File: src/rtl/wb_dma_copy_pkg.sv
// Shared types and constants for the single-channel Wishbone block copy engine.
package wb_dma_copy_pkg;

  typedef enum logic [2:0] {
    ST_IDLE,
    ST_RD_REQ,
    ST_RD_WAIT,
    ST_WR_REQ,
    ST_WR_WAIT,
    ST_DONE
  } state_e;

  localparam int         WORD_BYTES = 4;
  localparam logic [3:0] SEL_ALL    = 4'hF;

  // Word-aligned byte address of element idx; wraps modulo 2^32.
  function automatic logic [31:0] word_adr(input logic [31:0] base, input logic [31:0] idx);
    return (base & ~32'h3) + idx * WORD_BYTES;
  endfunction

endpackage

File: src/rtl/wb_dma_copy.sv
// Copies len 32-bit words src->dst, one read then one write per word; 4 cycles/word with a 1-cycle-ack slave.
// Backpressure: wb_stall_i holds the REQ state with all outputs frozen; stb drops once accepted until ack/err.
module wb_dma_copy
  import wb_dma_copy_pkg::*;
#(
  parameter int LEN_WIDTH = 16
) (
  input  logic                 wb_clk_i,
  input  logic                 wb_rst_i,
  input  logic                 start_i,
  input  logic [31:0]          src_adr_i,
  input  logic [31:0]          dst_adr_i,
  input  logic [LEN_WIDTH-1:0] len_i,
  output logic                 busy_o,
  output logic                 done_o,
  output logic                 error_o,
  output logic                 wb_cyc_o,
  output logic                 wb_stb_o,
  output logic                 wb_we_o,
  output logic [31:0]          wb_adr_o,
  output logic [31:0]          wb_dat_o,
  output logic [3:0]           wb_sel_o,
  input  logic [31:0]          wb_dat_i,
  input  logic                 wb_ack_i,
  input  logic                 wb_err_i,
  input  logic                 wb_stall_i
);

  state_e               state;
  logic [31:0]          src_q;
  logic [31:0]          dst_q;
  logic [LEN_WIDTH-1:0] len_q;
  logic [LEN_WIDTH-1:0] cnt;
  logic [LEN_WIDTH-1:0] cnt_nxt;

  assign cnt_nxt = cnt + 1'b1;

  // All bus outputs are registered and updated on the transition into each state.
  always_ff @(posedge wb_clk_i or posedge wb_rst_i) begin
    if (wb_rst_i) begin
      state    <= ST_IDLE;
      src_q    <= '0;
      dst_q    <= '0;
      len_q    <= '0;
      cnt      <= '0;
      busy_o   <= 1'b0;
      done_o   <= 1'b0;
      error_o  <= 1'b0;
      wb_cyc_o <= 1'b0;
      wb_stb_o <= 1'b0;
      wb_we_o  <= 1'b0;
      wb_adr_o <= '0;
      wb_dat_o <= '0;
      wb_sel_o <= '0;
    end else begin
      done_o <= 1'b0;
      case (state)
        ST_IDLE: begin
          if (start_i) begin
            src_q   <= src_adr_i;
            dst_q   <= dst_adr_i;
            len_q   <= len_i;
            cnt     <= '0;
            error_o <= 1'b0;
            busy_o  <= 1'b1;
            if (len_i == '0) begin
              done_o <= 1'b1;
              state  <= ST_DONE;
            end else begin
              wb_cyc_o <= 1'b1;
              wb_stb_o <= 1'b1;
              wb_we_o  <= 1'b0;
              wb_sel_o <= SEL_ALL;
              wb_adr_o <= word_adr(src_adr_i, 32'd0);
              state    <= ST_RD_REQ;
            end
          end
        end

        ST_RD_REQ: begin
          if (!wb_stall_i) begin
            wb_stb_o <= 1'b0;
            state    <= ST_RD_WAIT;
          end
        end

        ST_RD_WAIT: begin
          if (wb_err_i) begin
            error_o  <= 1'b1;
            done_o   <= 1'b1;
            wb_cyc_o <= 1'b0;
            wb_we_o  <= 1'b0;
            wb_sel_o <= '0;
            state    <= ST_DONE;
          end else if (wb_ack_i) begin
            wb_dat_o <= wb_dat_i;
            wb_stb_o <= 1'b1;
            wb_we_o  <= 1'b1;
            wb_adr_o <= word_adr(dst_q, 32'(cnt));
            state    <= ST_WR_REQ;
          end
        end

        ST_WR_REQ: begin
          if (!wb_stall_i) begin
            wb_stb_o <= 1'b0;
            state    <= ST_WR_WAIT;
          end
        end

        ST_WR_WAIT: begin
          if (wb_err_i) begin
            error_o  <= 1'b1;
            done_o   <= 1'b1;
            wb_cyc_o <= 1'b0;
            wb_we_o  <= 1'b0;
            wb_sel_o <= '0;
            state    <= ST_DONE;
          end else if (wb_ack_i) begin
            cnt <= cnt_nxt;
            if (cnt_nxt == len_q) begin
              done_o   <= 1'b1;
              wb_cyc_o <= 1'b0;
              wb_we_o  <= 1'b0;
              wb_sel_o <= '0;
              state    <= ST_DONE;
            end else begin
              wb_stb_o <= 1'b1;
              wb_we_o  <= 1'b0;
              wb_adr_o <= word_adr(src_q, 32'(cnt_nxt));
              state    <= ST_RD_REQ;
            end
          end
        end

        ST_DONE: begin
          busy_o <= 1'b0;
          state  <= ST_IDLE;
        end

        default: state <= ST_IDLE;
      endcase
    end
  end

endmodule
File: config.mk
export PLATFORM = sky130hd
export DESIGN_NAME = wb_dma_copy
export DESIGN_NICKNAME = d
export VERILOG_FILES = /design/src/rtl/wb_dma_copy_pkg.sv /design/src/rtl/wb_dma_copy.sv
export SDC_FILE = /design/constraint.sdc
export NUM_CORES = 1
export LEC_CHECK = 0
export BUFFER_PORTS_ARGS = -buffer_cell sky130_fd_sc_hd__buf_2
export CAP_MARGIN = 20
export CELL_PAD_IN_SITES_DETAIL_PLACEMENT = 1
export CELL_PAD_IN_SITES_GLOBAL_PLACEMENT = 1
export CORE_ASPECT_RATIO = 1.25
export CORE_MARGIN = 3
export CORE_UTILIZATION = 47
export DETAILED_ROUTE_END_ITERATION = 8
export GPL_TIMING_DRIVEN = 0
export PLACE_DENSITY_LB_ADDON = 0.25
export SLEW_MARGIN = 20
export SYNTH_ARGS = -nofsm -noshare
export SYNTH_HDL_FRONTEND = slang
export SYNTH_SLANG_ARGS = --single-unit
File: constraint.sdc
create_clock -name wb_clk_i -period 9.7 [get_ports wb_clk_i]
set_clock_uncertainty 0.05 [all_clocks]
set_input_delay 0.97 -clock wb_clk_i [delete_from_list [all_inputs] [get_ports wb_clk_i]]
set_output_delay 0.97 -clock wb_clk_i [all_outputs]
set_load 0.01 [all_outputs]
==> impl_results.md, run 1 <==
- Rows: 59
- Slew @ Worst Pin: 0.941 ns
- Cell total after placement: 1456
- Num CTS Buffers: 17
- Hold Path Stages: 1
- Critical Path Start: cnt[0]
- DRT iter0 DRCs: 636
- Post-synthesis cell type count: 71
- # fillers: 2439
- Die area: 0.0233 mm2
- Leading area contributor after synthesis: dfrtp_1
- Max cap viols: 0
- Worst r2r src: cnt[0]
- Worst slew margin: 0.369
- CP Capture Type: flop
- Met2 Track Usage GR: 0.511
- Dpl cell area: 0.0114 mm2
- Worst EP arrival: 5.57 ns
- Reg2reg end: wb_adr_o[25]
- GR Util All Layers: 0.287
- Final std cells w/o fill: 1488
- Max incr delay on CP: 0.61 ns
- Crit Path Class: flop to flop
- Clk_lat worst skew: 0.45 ns
- Total wire length: 33.6 mm
- Clk sinks: 163
- First-pass GRT wire length: 52.0 mm
- Post-synth top area share: 0.405
- Wire length per cell: 22.6 um
- CTS Hold Bufs: 0
- Post-layout util: 0.573
- Startpoint types: flop
- Hold path endpoint: wb_dat_o[2]
- Critical Path Fanout Max: 10
- Final #Nets: 1354
- First-pass DRT Iterations: 8
- Worst-path clk slew: 0.08 ns
- Maximum root-to-sink buffer count: 2
- Synth warn: 0
- Vias/cell: 6.07
- Met1 Resource Use GR: 0.346
- Worst path required time: 9.98 ns
- Port Buf Inserts: 184
- Initial antenna violation count: 0
- Die height: 170 um
- Fraction of registers with async set/reset: 1.00
- FF-to-FF path depth: 14
- Synthesis-stage register bit count: 163
- Status: completed
- Busiest layer in global routing: met2
- Gr ovfl total: 0
- Setup TNS: 0 ns
- Multi-input gate area: 0.00563 mm2
- Post-route ant nets: 0
- RSZ-0062 raised after global routing: no
- Syn_area_per_cell: 10.1 um2
- Slew Limit Fails: 0
- Area contributors post-synth: dfrtp_1 40%, mux2_2 12%, ha_1 4.1%
- Routability cong.: 0.898
- Vias in the first global route: 9464
- Via count: 9036
- Tmin final: 5.29 ns
- Core area: 0.0210 mm2
- CTS tree: built
- GR Util met3: 0.0362
- Final hold vios: 0
- Post-CTS setup buffer count: 0
- Worst hold margin: 0.452 ns
- Synthesized instance count: 996
- Die Width: 137 um
- CP cell instances: ha_1, and4_1, clkbuf_1, nand3_1, xnor2_1, ha_1, a21oi_1, o21ai_0, a2111o_1, o31ai_1, a211oi_2, and4_1, or3_1, mux2_4
- Netlist Area Pre-Place: 0.0101 mm2
- Htree depth: 4
- Register Area: 0.00408 mm2
- Seq/Total Area, Yosys: 0.405
- # IOs: 192
- EDFF count, synth: 0
- Min-delay src: wb_dat_o[2]
- Design area: 0.0120 mm2
- Fmax: 189 MHz
- Hold Crit Class: flop to flop
- Largest net degree at the start of global routing: 91
- Fin crit share: 0.546
- Pleak: 5.48 nW
- CTS resizes: 0
- CTS Root Cell: clkbuf_16
- Area Growth Syn to Fin: 19.1%
- Setup Viol. Count Final: 0
- DRC Markers: 0
- Main synth FF type: dfrtp_1
- Initial cell density of the core: 0.481
- Power Dens Cells: 301 mW/mm2
- Layout cells sized above 1: 0.307
- Detailed placer's ending HPWL: 25.5 mm
- Slowest cell on crit path: o31ai_1
- R2R Setup Slk: 4.41 ns
- VDD IR-drop max: 165 uV
- N_diodes: 0
-- cells in the final DEF (no fill, tap or decap), types with 6 or more instances in the layout --
| cell type | count |
|---|---|
| a222oi_1 | 8 |
| buf_2 | 189 |
| a211oi_1 | 10 |
| o31ai_1 | 9 |
| o21a_1 | 6 |
| nand2_1 | 81 |
| dfrtp_1 | 163 |
| mux2_2 | 105 |
| clkbuf_1 | 36 |
| o21ai_0 | 63 |
| a32oi_1 | 6 |
| inv_1 | 29 |
| xnor2_1 | 30 |
| nor2b_1 | 12 |
| a31oi_1 | 8 |
| nand4_1 | 14 |
| nor2_1 | 61 |
| mux2_4 | 18 |
| a21oi_1 | 44 |
| a211o_1 | 10 |
| xor2_1 | 22 |
| nand2b_1 | 6 |
| a21o_1 | 11 |
| mux2i_1 | 16 |
| nor3_1 | 17 |
| o211ai_1 | 16 |
| a22oi_1 | 6 |
| clkbuf_16 | 17 |
| buf_4 | 10 |
| and3_1 | 14 |
| ha_1 | 33 |
| or3_1 | 9 |
| nor4_1 | 8 |
| nand3_1 | 22 |
-- kinds of logic after synthesis --
family,Yosys count,synth area share
compound gates,243,0.164
xor+xnor,54,0.0498
mux,139,0.160
flops,163,0.405
simple gates,273,0.138
fa+ha+maj,35,0.0449
other cells,1,0.000372
buf+inv,88,0.0386
-- metal layers --
layer | up-vias | part of all wire
met2 | 320 | 0.52
met3 | 72 | 0.051
li1 | 4083 | -
met4 | 0 | 0.033
met5 | - | 0
met1 | 4561 | 0.39
-- power breakdown --
| part | internal [W] | switching, W |
|---|---|---|
| logic | 0.000764 | 0.000884 |
| clock network | 0.000371 | 0.000341 |
| registers | 0.000993 | 0.000263 |
| total | 0.00213 | 0.00149 |
-- state kept, by name (all words and copies together), names as in the netlist, 3 cells and up --
| signal | count |
|---|---|
| src_q | 30 |
| cnt | 16 |
| wb_adr_o | 30 |
| state | 3 |
| wb_dat_o | 32 |
| len_q | 16 |
| dst_q | 30 |
-- layout make-up --
class	instances	share of cell area
Buffer	58	0.0230
Clock buffer	17	0.0354
Clock inverter	15	0.0158
Inverter	30	0.0100
Multi-Input combinational cell	746	0.469
Sequential cell	163	0.340
Tap cell	274	0.0285
Timing Repair Buffer	185	0.0790
-- synthesized netlist by cell type, drive strengths merged, types with 10 or more instances --
cell and instances:
a211o 10, a211oi 12, a21o 11, a21oi 44, and3 14, buf 22
clkbuf 36, dfrtp 163, ha 33, inv 30, mux2 123, mux2i 16
nand2 81, nand3 23, nand4 16, nor2 61, nor2b 12, nor3 17
nor4 10, o211ai 17, o21ai 63, xnor2 30, xor2 22
-- how the worst max path moves through the flow --
stage,end,slack (ns),cells past startpoint
finish,wb_adr_o[25],4.41,14
global route,wb_adr_o[25],4.14,14
CTS,wb_adr_o[25],4.53,14
detailed placement,wb_adr_o[25],4.60,14
global placement,dst_q[31],2.21,2
floorplan,busy_o,4.28,1
-- stage by stage --
step | total power (W) | worst slack [ns]
final | 0.00362 | 4.41
after global routing | 0.00384 | 4.14
after CTS | 0.00362 | 4.53
after detailed placement | 0.00289 | 4.60
after global placement | 0.00281 | 2.21
after floorplan | 0.00231 | 4.28
-- worst max-delay path, delay by kind of cell (launching register included) --
kind,cells,cell delay (ns)
AOI/OAI and AO/OA,5,1.84
and+or+nand+nor,4,1.15
adders and majority gates,2,0.69
DFF,1,0.53
buffers and inverters,1,0.34
xor gates and xnor gates,1,0.28
muxes,1,0.27
Note: power is estimated with default switching activity, not from simulation.
==> inputs of run 2 (changes only) <==
- ABC_AREA: unset -> 1
- CORE_UTILIZATION: 47 -> 37
- clock period: 9.7 -> 4.78 ns (I/O delays scaled with it)
==> run 2 against run 1 <==
Against the previous run: first-iteration DRC count down 2.4%; sequential power up 94%; total power up 100%; cell count up 41%; non-clock buffer count down 5; clock power up 99%; clock-buffer cell count unchanged; setup slack worse by 3.1 ns; final area up 6.5%; global-route usage down 1.9 points; maximum frequency up 51%; die area up 34%; critical path type unchanged; largest power group unchanged.
==> impl_results.md, run 2 <==
- Htree depth: 4 (unchanged)
- Routability cong.: 0.927 (was 0.898)
- Netlist Area Pre-Place: 0.0107 mm2 (was 0.0101 mm2)
- Max cap viols: 0 (unchanged)
- Power Dens Cells: 565 mW/mm2 (was 301 mW/mm2)
- Maximum root-to-sink buffer count: 2 (unchanged)
- Complex-gate fraction of the synthesized area: 0.0823 (was 0.164)
- Fraction of registers with async set/reset: 1.00 (unchanged)
- Clk sinks: 163 (unchanged)
- Die area: 0.0310 mm2 (was 0.0233 mm2)
- Die height: 196 um (was 170 um)
- CTS resizes: 0 (unchanged)
- Setup Viol. Count Final: 0 (unchanged)
- Post-CTS setup buffer count: 0 (unchanged)
- Pleak: 6.69 nW (was 5.48 nW)
- Worst slew margin: 0.454 (was 0.369)
- # IOs: 192 (unchanged)
- Syn_area_per_cell: 7.05 um2 (was 10.1 um2)
- Wire length per cell: 19.6 um (was 22.6 um)
- Adder-cell area share of the yosys netlist: 0.0423 (was 0.0449)
- Most frequent cells in the layout: 521 x nand2_1, 191 x buf_2, 163 x dfrtp_1, 153 x inv_1, 147 x nand3_1 (was 189 x buf_2, 163 x dfrtp_1, 105 x mux2_2, 81 x nand2_1, 63 x o21ai_0)
- Gr ovfl total: 0 (unchanged)
- XOR/XNOR share of the synthesized area: 0.00374 (was 0.0498)
- Core area: 0.0285 mm2 (was 0.0210 mm2)
- Via count: 11158 (was 9036)
- Post-synth top area share: 0.381 (was 0.405)
- Layout cells sized above 1: 0.190 (was 0.307)
- Rows: 69 (was 59)
- Largest net degree at the start of global routing: 34 (was 91)
- Num CTS Buffers: 17 (unchanged)
- Slew @ Worst Pin: 0.819 ns (was 0.941 ns)
- CP Capture Type: flop (unchanged)
- Initial antenna violation count: 1 (was 0)
- Area Growth Syn to Fin: 19.4% (was 19.1%)
- Reg power frac: 0.337 (was 0.347)
- Worst hold margin: 0.0816 ns (was 0.452 ns)
- Total wire length: 41.1 mm (was 33.6 mm)
- Detailed placer's ending HPWL: 33.5 mm (was 25.5 mm)
- Post-synthesis cell type count: 43 (was 71)
- Area contributors post-synth: dfrtp_1 38%, nand2_1 18%, nand3_1 6.9% (was dfrtp_1 40%, mux2_2 12%, ha_1 4.1%)
- Pwr Total: 0.00723 W (was 0.00362 W)
- RSZ-0062 raised after global routing: no (unchanged)
- DRC Markers: 0 (unchanged)
- Most common cell in the netlist: nand2_1 (was dfrtp_1)
- Post-route ant nets: 0 (unchanged)
- Vias/cell: 5.32 (was 6.07)
- Post-synthesis mux area share: 0.0336 (was 0.160)
- Critical Path Fanout Max: 9 (was 10)
- Status: completed (unchanged)
- Slew Limit Fails: 0 (unchanged)
- Final hold vios: 0 (unchanged)
- Synthesis-stage register bit count: 163 (unchanged)
- Clk_lat worst skew: 0.46 ns (was 0.45 ns)
- Leading area contributor after synthesis: dfrtp_1 (unchanged)
- DRT iter0 DRCs: 621 (was 636)
- Initial cell density of the core: 0.376 (was 0.481)
- VDD IR-drop max: 268 uV (was 165 uV)
- Sw Ratio: 0.461 (was 0.411)
- Top cells by instance count after synthesis: 521 x nand2_1, 163 x dfrtp_1, 154 x inv_1 (was 163 x dfrtp_1, 105 x mux2_2, 81 x nand2_1)
- Synth warn: 0 (unchanged)
- Startpoint types: flop (unchanged)
- Main synth FF type: dfrtp_1 (unchanged)
- Most common cell after layout, fill and taps aside: nand2_1 (was buf_2)
- Fin crit share: 0.733 (was 0.546)
- Seq/Total Area, Yosys: 0.381 (was 0.405)
- Internal power: 0.00390 W (was 0.00213 W)
- N_diodes: 0 (unchanged)
- Setup TNS: 0 ns (unchanged)
- First-pass DRT Iterations: 5 (was 8)
- Hold Crit Class: primary input to async pin (was flop to flop)
- NetSw: 0.00333 W (was 0.00149 W)
- CTS tree: built (unchanged)
- CTS Root Cell: clkbuf_16 (unchanged)
- Fmax: 286 MHz (was 189 MHz)
- CTS Hold Bufs: 0 (unchanged)
- Final #Nets: 1882 (was 1354)
- Synthesized instance count: 1519 (was 996)
- Tmin final: 3.50 ns (was 5.29 ns)
- Main combinational cell family by area after synthesis: simple AND/OR/NAND/NOR gates (was compound AO/OA/AOI/OAI gates)
- First-pass GRT wire length: 64.3 mm (was 52.0 mm)
- Port Buf Inserts: 185 (was 184)
- Max FFs per register: 32 (unchanged)
- Worst-path clk slew: 0.08 ns (about the same)
- Vias in the first global route: 11684 (was 9464)
- Simple-gate portion of the synthesized area: 0.377 (was 0.138)
- Clock power share: 0.197 (about the same)
- Worst path required time: 5.08 ns (was 9.98 ns)
- FF-to-FF path depth: 20 (was 14)
- Worst EP arrival: 3.80 ns (was 5.57 ns)
- GR Util All Layers: 0.268 (was 0.287)
- EDFF count, synth: 0 (unchanged)
- Most flops, register: wb_dat_o (unchanged)
- Crit Path Class: flop to flop (unchanged)
- Die Width: 158 um (was 137 um)
- Logic pwr share: 0.466 (was 0.456)
## run 2: worst max-delay path, cell delays in order (launching register included)
cell and delay (ns):
dfrtp_1 0.48, ha_1 0.28, nand2_2 0.11, nor2_4 0.19
nand2_2 0.11, nor2_1 0.10, nand2_1 0.08, nand2_2 0.11
inv_1 0.09, ha_1 0.37, nand2_1 0.16, nor2_1 0.20
inv_1 0.08, nor2_1 0.12, nand2_1 0.06, nand2_1 0.26
nand4_1 0.13, nand3_1 0.15, nand3_1 0.09, nand4_1 0.09
nand2_1 0.06
## run 2: metrics by stage
step	std cells	cell area (um2)	setup slack, ns	util
floorplan	1520	10700	2.01	-
global placement	2060	12100	0.952	0.424
detailed placement	2065	12200	1.32	0.428
CTS	2097	12800	1.30	0.449
global route	2097	12800	0.937	0.449
finish	2097	12800	1.28	0.449
## run 2: power by group through the flow
| stage | Sequential [W] | Clock, W | Combinational [W] |
|---|---|---|---|
| final | 0.00244 | 0.00142 | 0.00337 |
| after global routing | 0.00251 | 0.00150 | 0.00377 |
| after CTS | 0.00244 | 0.00145 | 0.00339 |
| after detailed placement | 0.00246 | 0 | 0.00336 |
| after global placement | 0.00244 | 0 | 0.00325 |
| after floorplan | 0.00247 | 0 | 0.00206 |
## run 2: final timing paths
path                              startpoint      endpoint  slack, ns
min in group wb_clk_i           dst_adr_i[2]      dst_q[2]       0.17
worst min register to register  wb_adr_o[22]  wb_adr_o[22]       0.43
worst min-delay path                wb_rst_i     dst_q[25]       0.08
max in group asynchronous           wb_rst_i     len_q[15]       3.77
worst max-delay path                  cnt[1]  wb_adr_o[28]       1.28
worst max register to register        cnt[1]  wb_adr_o[28]       1.28
## run 2: final cells by class
class,instances,area (um2)
repair buffers,190,1030
clock inverters,15,165
multi-input cells,1149,5790
inverters,160,604
fillers,3714,15700
well taps,355,444
clock buffers,17,425
flip-flops and latches,163,4080
plain buffers,48,254
## run 2: logic make-up after synthesis
family,Yosys count
AND/OR/NAND/NOR,916
buffers and inverters,208
flip-flops,163
AO/OA/AOI/OAI,161
adder cells (fa/ha/maj),35
multiplexers,32
XOR/XNOR,3
other,1
## run 2: routing by layer
metal / global-route usage / routed length, um
met5: 0 / 14
met4: 0.101 / 1430
met3: 0.0364 / 1800
met2: 0.466 / 20600
met1: 0.335 / 17200
==> inputs of run 3 (changes only) <==
- CORE_UTILIZATION: 37 -> 41
- clock period: 4.78 -> 3.4 ns (I/O delays scaled with it)
==> run 3 against run 2 <==
Against the previous run: utilization rose by 6.7 points; cell count is 0.24% lower; worst hold slack worse by 0.051 ns; largest power group unchanged; setup slack got worse by 1.1 ns; final area up 2.7%.
==> impl_results.md, run 3 (synthesis results as in run 2) <==
- Status: completed (unchanged)
- Pwr Total: 0.0104 W (was 0.00723 W)
- Startpoint types: flop (unchanged)
- Final #Nets: 1896 (was 1882)
- Clk sinks: 163 (unchanged)
- Power Dens Cells: 793 mW/mm2 (was 565 mW/mm2)
- R2R Setup Slk: 0.16 ns (was 1.28 ns)
- Vias/cell: 5.50 (was 5.32)
- Wire length per cell: 20.4 um (was 19.6 um)
- CP cell instances: buf_4, inv_1, nor2_4, nand2_1, nand2_1, and2_1, inv_1, ha_1, a21oi_1, o21ai_0, o21bai_1, a21oi_1, o21ai_0, nand3_1, nand4_1, nand2_1 (was ha_1, nand2_2, nor2_4, nand2_2, nor2_1, nand2_1, nand2_2, inv_1, ha_1, nand2_1, nor2_1, inv_1, nor2_1, nand2_1, nand2_1, nand4_1, nand3_1, nand3_1, nand4_1, nand2_1)
- Worst EP arrival: 3.58 ns (was 3.80 ns)
- CTS tree: built (unchanged)
- Pleak: 6.81 nW (was 6.69 nW)
- Post-route ant nets: 0 (unchanged)
- Hold path endpoint: dst_q[2]
- Initial antenna violation count: 0 (was 1)
- Maximum root-to-sink buffer count: 2 (unchanged)
- Most flops, register: wb_dat_o (unchanged)
- Total wire length: 42.7 mm (was 41.1 mm)
- Setup Viol. Count Final: 0 (unchanged)
- Fin crit share: 0.952 (was 0.733)
- Worst r2r src: cnt[0] (was cnt[1])
- Critical Path Fanout Max: 8 (was 9)
- Slew @ Worst Pin: 0.838 ns (was 0.819 ns)
- Most frequent CP cell: nand2_1 (unchanged)
- Min-delay src: dst_adr_i[2]
- Max FFs per register: 32 (unchanged)
- Htree depth: 4 (unchanged)
- DRC Markers: 0 (unchanged)
- Detailed placer's ending HPWL: 33.8 mm (was 33.5 mm)
- Worst slew margin: 0.441 (was 0.454)
- DRT iter0 DRCs: 503 (was 621)
- Largest net degree at the start of global routing: 33 (was 34)
- Max incr delay on CP: 0.41 ns (was 0.48 ns)
- Final hold vios: 0 (unchanged)
- VDD IR-drop max: 422 uV (was 268 uV)
- Layout cells sized above 1: 0.216 (was 0.190)
- Tmin final: 3.24 ns (was 3.50 ns)
- Design area: 0.0131 mm2 (was 0.0128 mm2)
- Routability cong.: 0.939 (was 0.927)
- Initial cell density of the core: 0.421 (was 0.376)
- Die Width: 151 um (was 158 um)
- First-pass GRT wire length: 66.0 mm (was 64.3 mm)
- Gr ovfl total: 0 (unchanged)
- CTS Root Cell: clkbuf_16 (unchanged)
- Reg2reg end: wb_adr_o[12] (was wb_adr_o[28])
- # IOs: 192 (unchanged)
- Fmax: 309 MHz (was 286 MHz)
- Worst hold margin: 0.0304 ns (was 0.0816 ns)
- Num CTS Buffers: 17 (unchanged)
- Slew Limit Fails: 0 (unchanged)
- Slowest cell on crit path: dfrtp_1 (unchanged)
- Worst-path clk slew: 0.08 ns (about the same)
- Most frequent cells in the layout: 516 x nand2_1, 191 x buf_2, 156 x dfrtp_1, 152 x inv_1, 143 x nand3_1 (was 521 x nand2_1, 191 x buf_2, 163 x dfrtp_1, 153 x inv_1, 147 x nand3_1)
- Dpl cell area: 0.0122 mm2 (about the same)
- Vias in the first global route: 12108 (was 11684)
- Post-layout util: 0.516 (was 0.449)
- Port Buf Inserts: 185 (unchanged)
- Die area: 0.0281 mm2 (was 0.0310 mm2)
- Crit Path Class: flop to flop (unchanged)
- Max cap viols: 0 (unchanged)
- Worst path required time: 3.74 ns (was 5.08 ns)
- Clk_lat worst skew: 0.46 ns (about the same)
- Hold Crit Class: primary input to flop (was primary input to async pin)
- Most common cell after layout, fill and taps aside: nand2_1 (unchanged)
- Via count: 11514 (was 11158)
- First-pass DRT Iterations: 5 (unchanged)
- Hold Path Stages: 3
- Area Growth Syn to Fin: 22.7% (was 19.4%)
- Setup TNS: 0 ns (unchanged)
- Die height: 187 um (was 196 um)
- CP Capture Type: flop (unchanged)
- Core area: 0.0255 mm2 (was 0.0285 mm2)
- Rows: 65 (was 69)
- FF-to-FF path depth: 16 (was 20)
- GR Util All Layers: 0.303 (was 0.268)
==> run 3: worst max-delay path by stage <==
stage / startpoint / endpoint / depth (start not counted)
floorplan: cnt[1] / wb_adr_o[22] / 20
global placement: wb_rst_i / wb_dat_o[24] / 2
detailed placement: cnt[1] / wb_adr_o[19] / 18
CTS: cnt[1] / wb_adr_o[19] / 20
global route: cnt[0] / wb_adr_o[15] / 18
finish: cnt[0] / wb_adr_o[12] / 16
==> run 3: repair_timing <==
action / in CTS / in global routing
cloned: 0 / 1
hold buffers: 1 / 0
endpoints found under the setup margin: 11 / 20
pin swaps: 0 / 7
gates resized for setup: 7 / 38
setup buffers: 0 / 11
endpoints found under the hold margin: 6 / 0
==> run 3: routing by layer <==
layer	GRT usage	up-vias	part of all wire
met5	0	-	0
met4	0.146	0	0.052
met3	0.0457	100	0.042
met2	0.529	312	0.51
met1	0.360	5678	0.40
li1	-	5424	-
==> run 3: through the flow <==
stage / worst slack (ns) / cells
2_1_floorplan: 0.628 / 1520
3_3_place_gp: -0.249 / 2040
3_5_place_dp: -0.114 / 2046
4_1_cts: -0.0304 / 2079
5_1_grt: -0.0588 / 2091
6_report: 0.163 / 2092
==> run 3: cell type report <==
type	count	area, um2
clock inverter	15	208
multi-input combinational	1150	5990
tap	335	419
timing repair buffer	203	1160
antenna	1	2.50
inverter	160	604
fill	3390	12300
sequential	163	4090
buffer	48	254
clock buffer	17	425
==> run 3: power breakdown <==
| group | internal, W | leakage, nW | switching, W | total [W] |
|---|---|---|---|---|
| Clock | 0.00107 | 0.307 | 0.00101 | 0.00208 |
| Combinational | 0.00175 | 4.48 | 0.00314 | 0.00489 |
| Sequential | 0.00280 | 2.03 | 0.000655 | 0.00345 |
==> run 3: critical path: cells and delay by family (launching register included) <==
kind                       cells  cell delay (ns)
buffers and inverters          3             0.43
and+or+nand+nor                7             0.91
AOI/OAI and AO/OA              5             1.00
DFF                            1             0.41
adders and majority gates      1             0.36
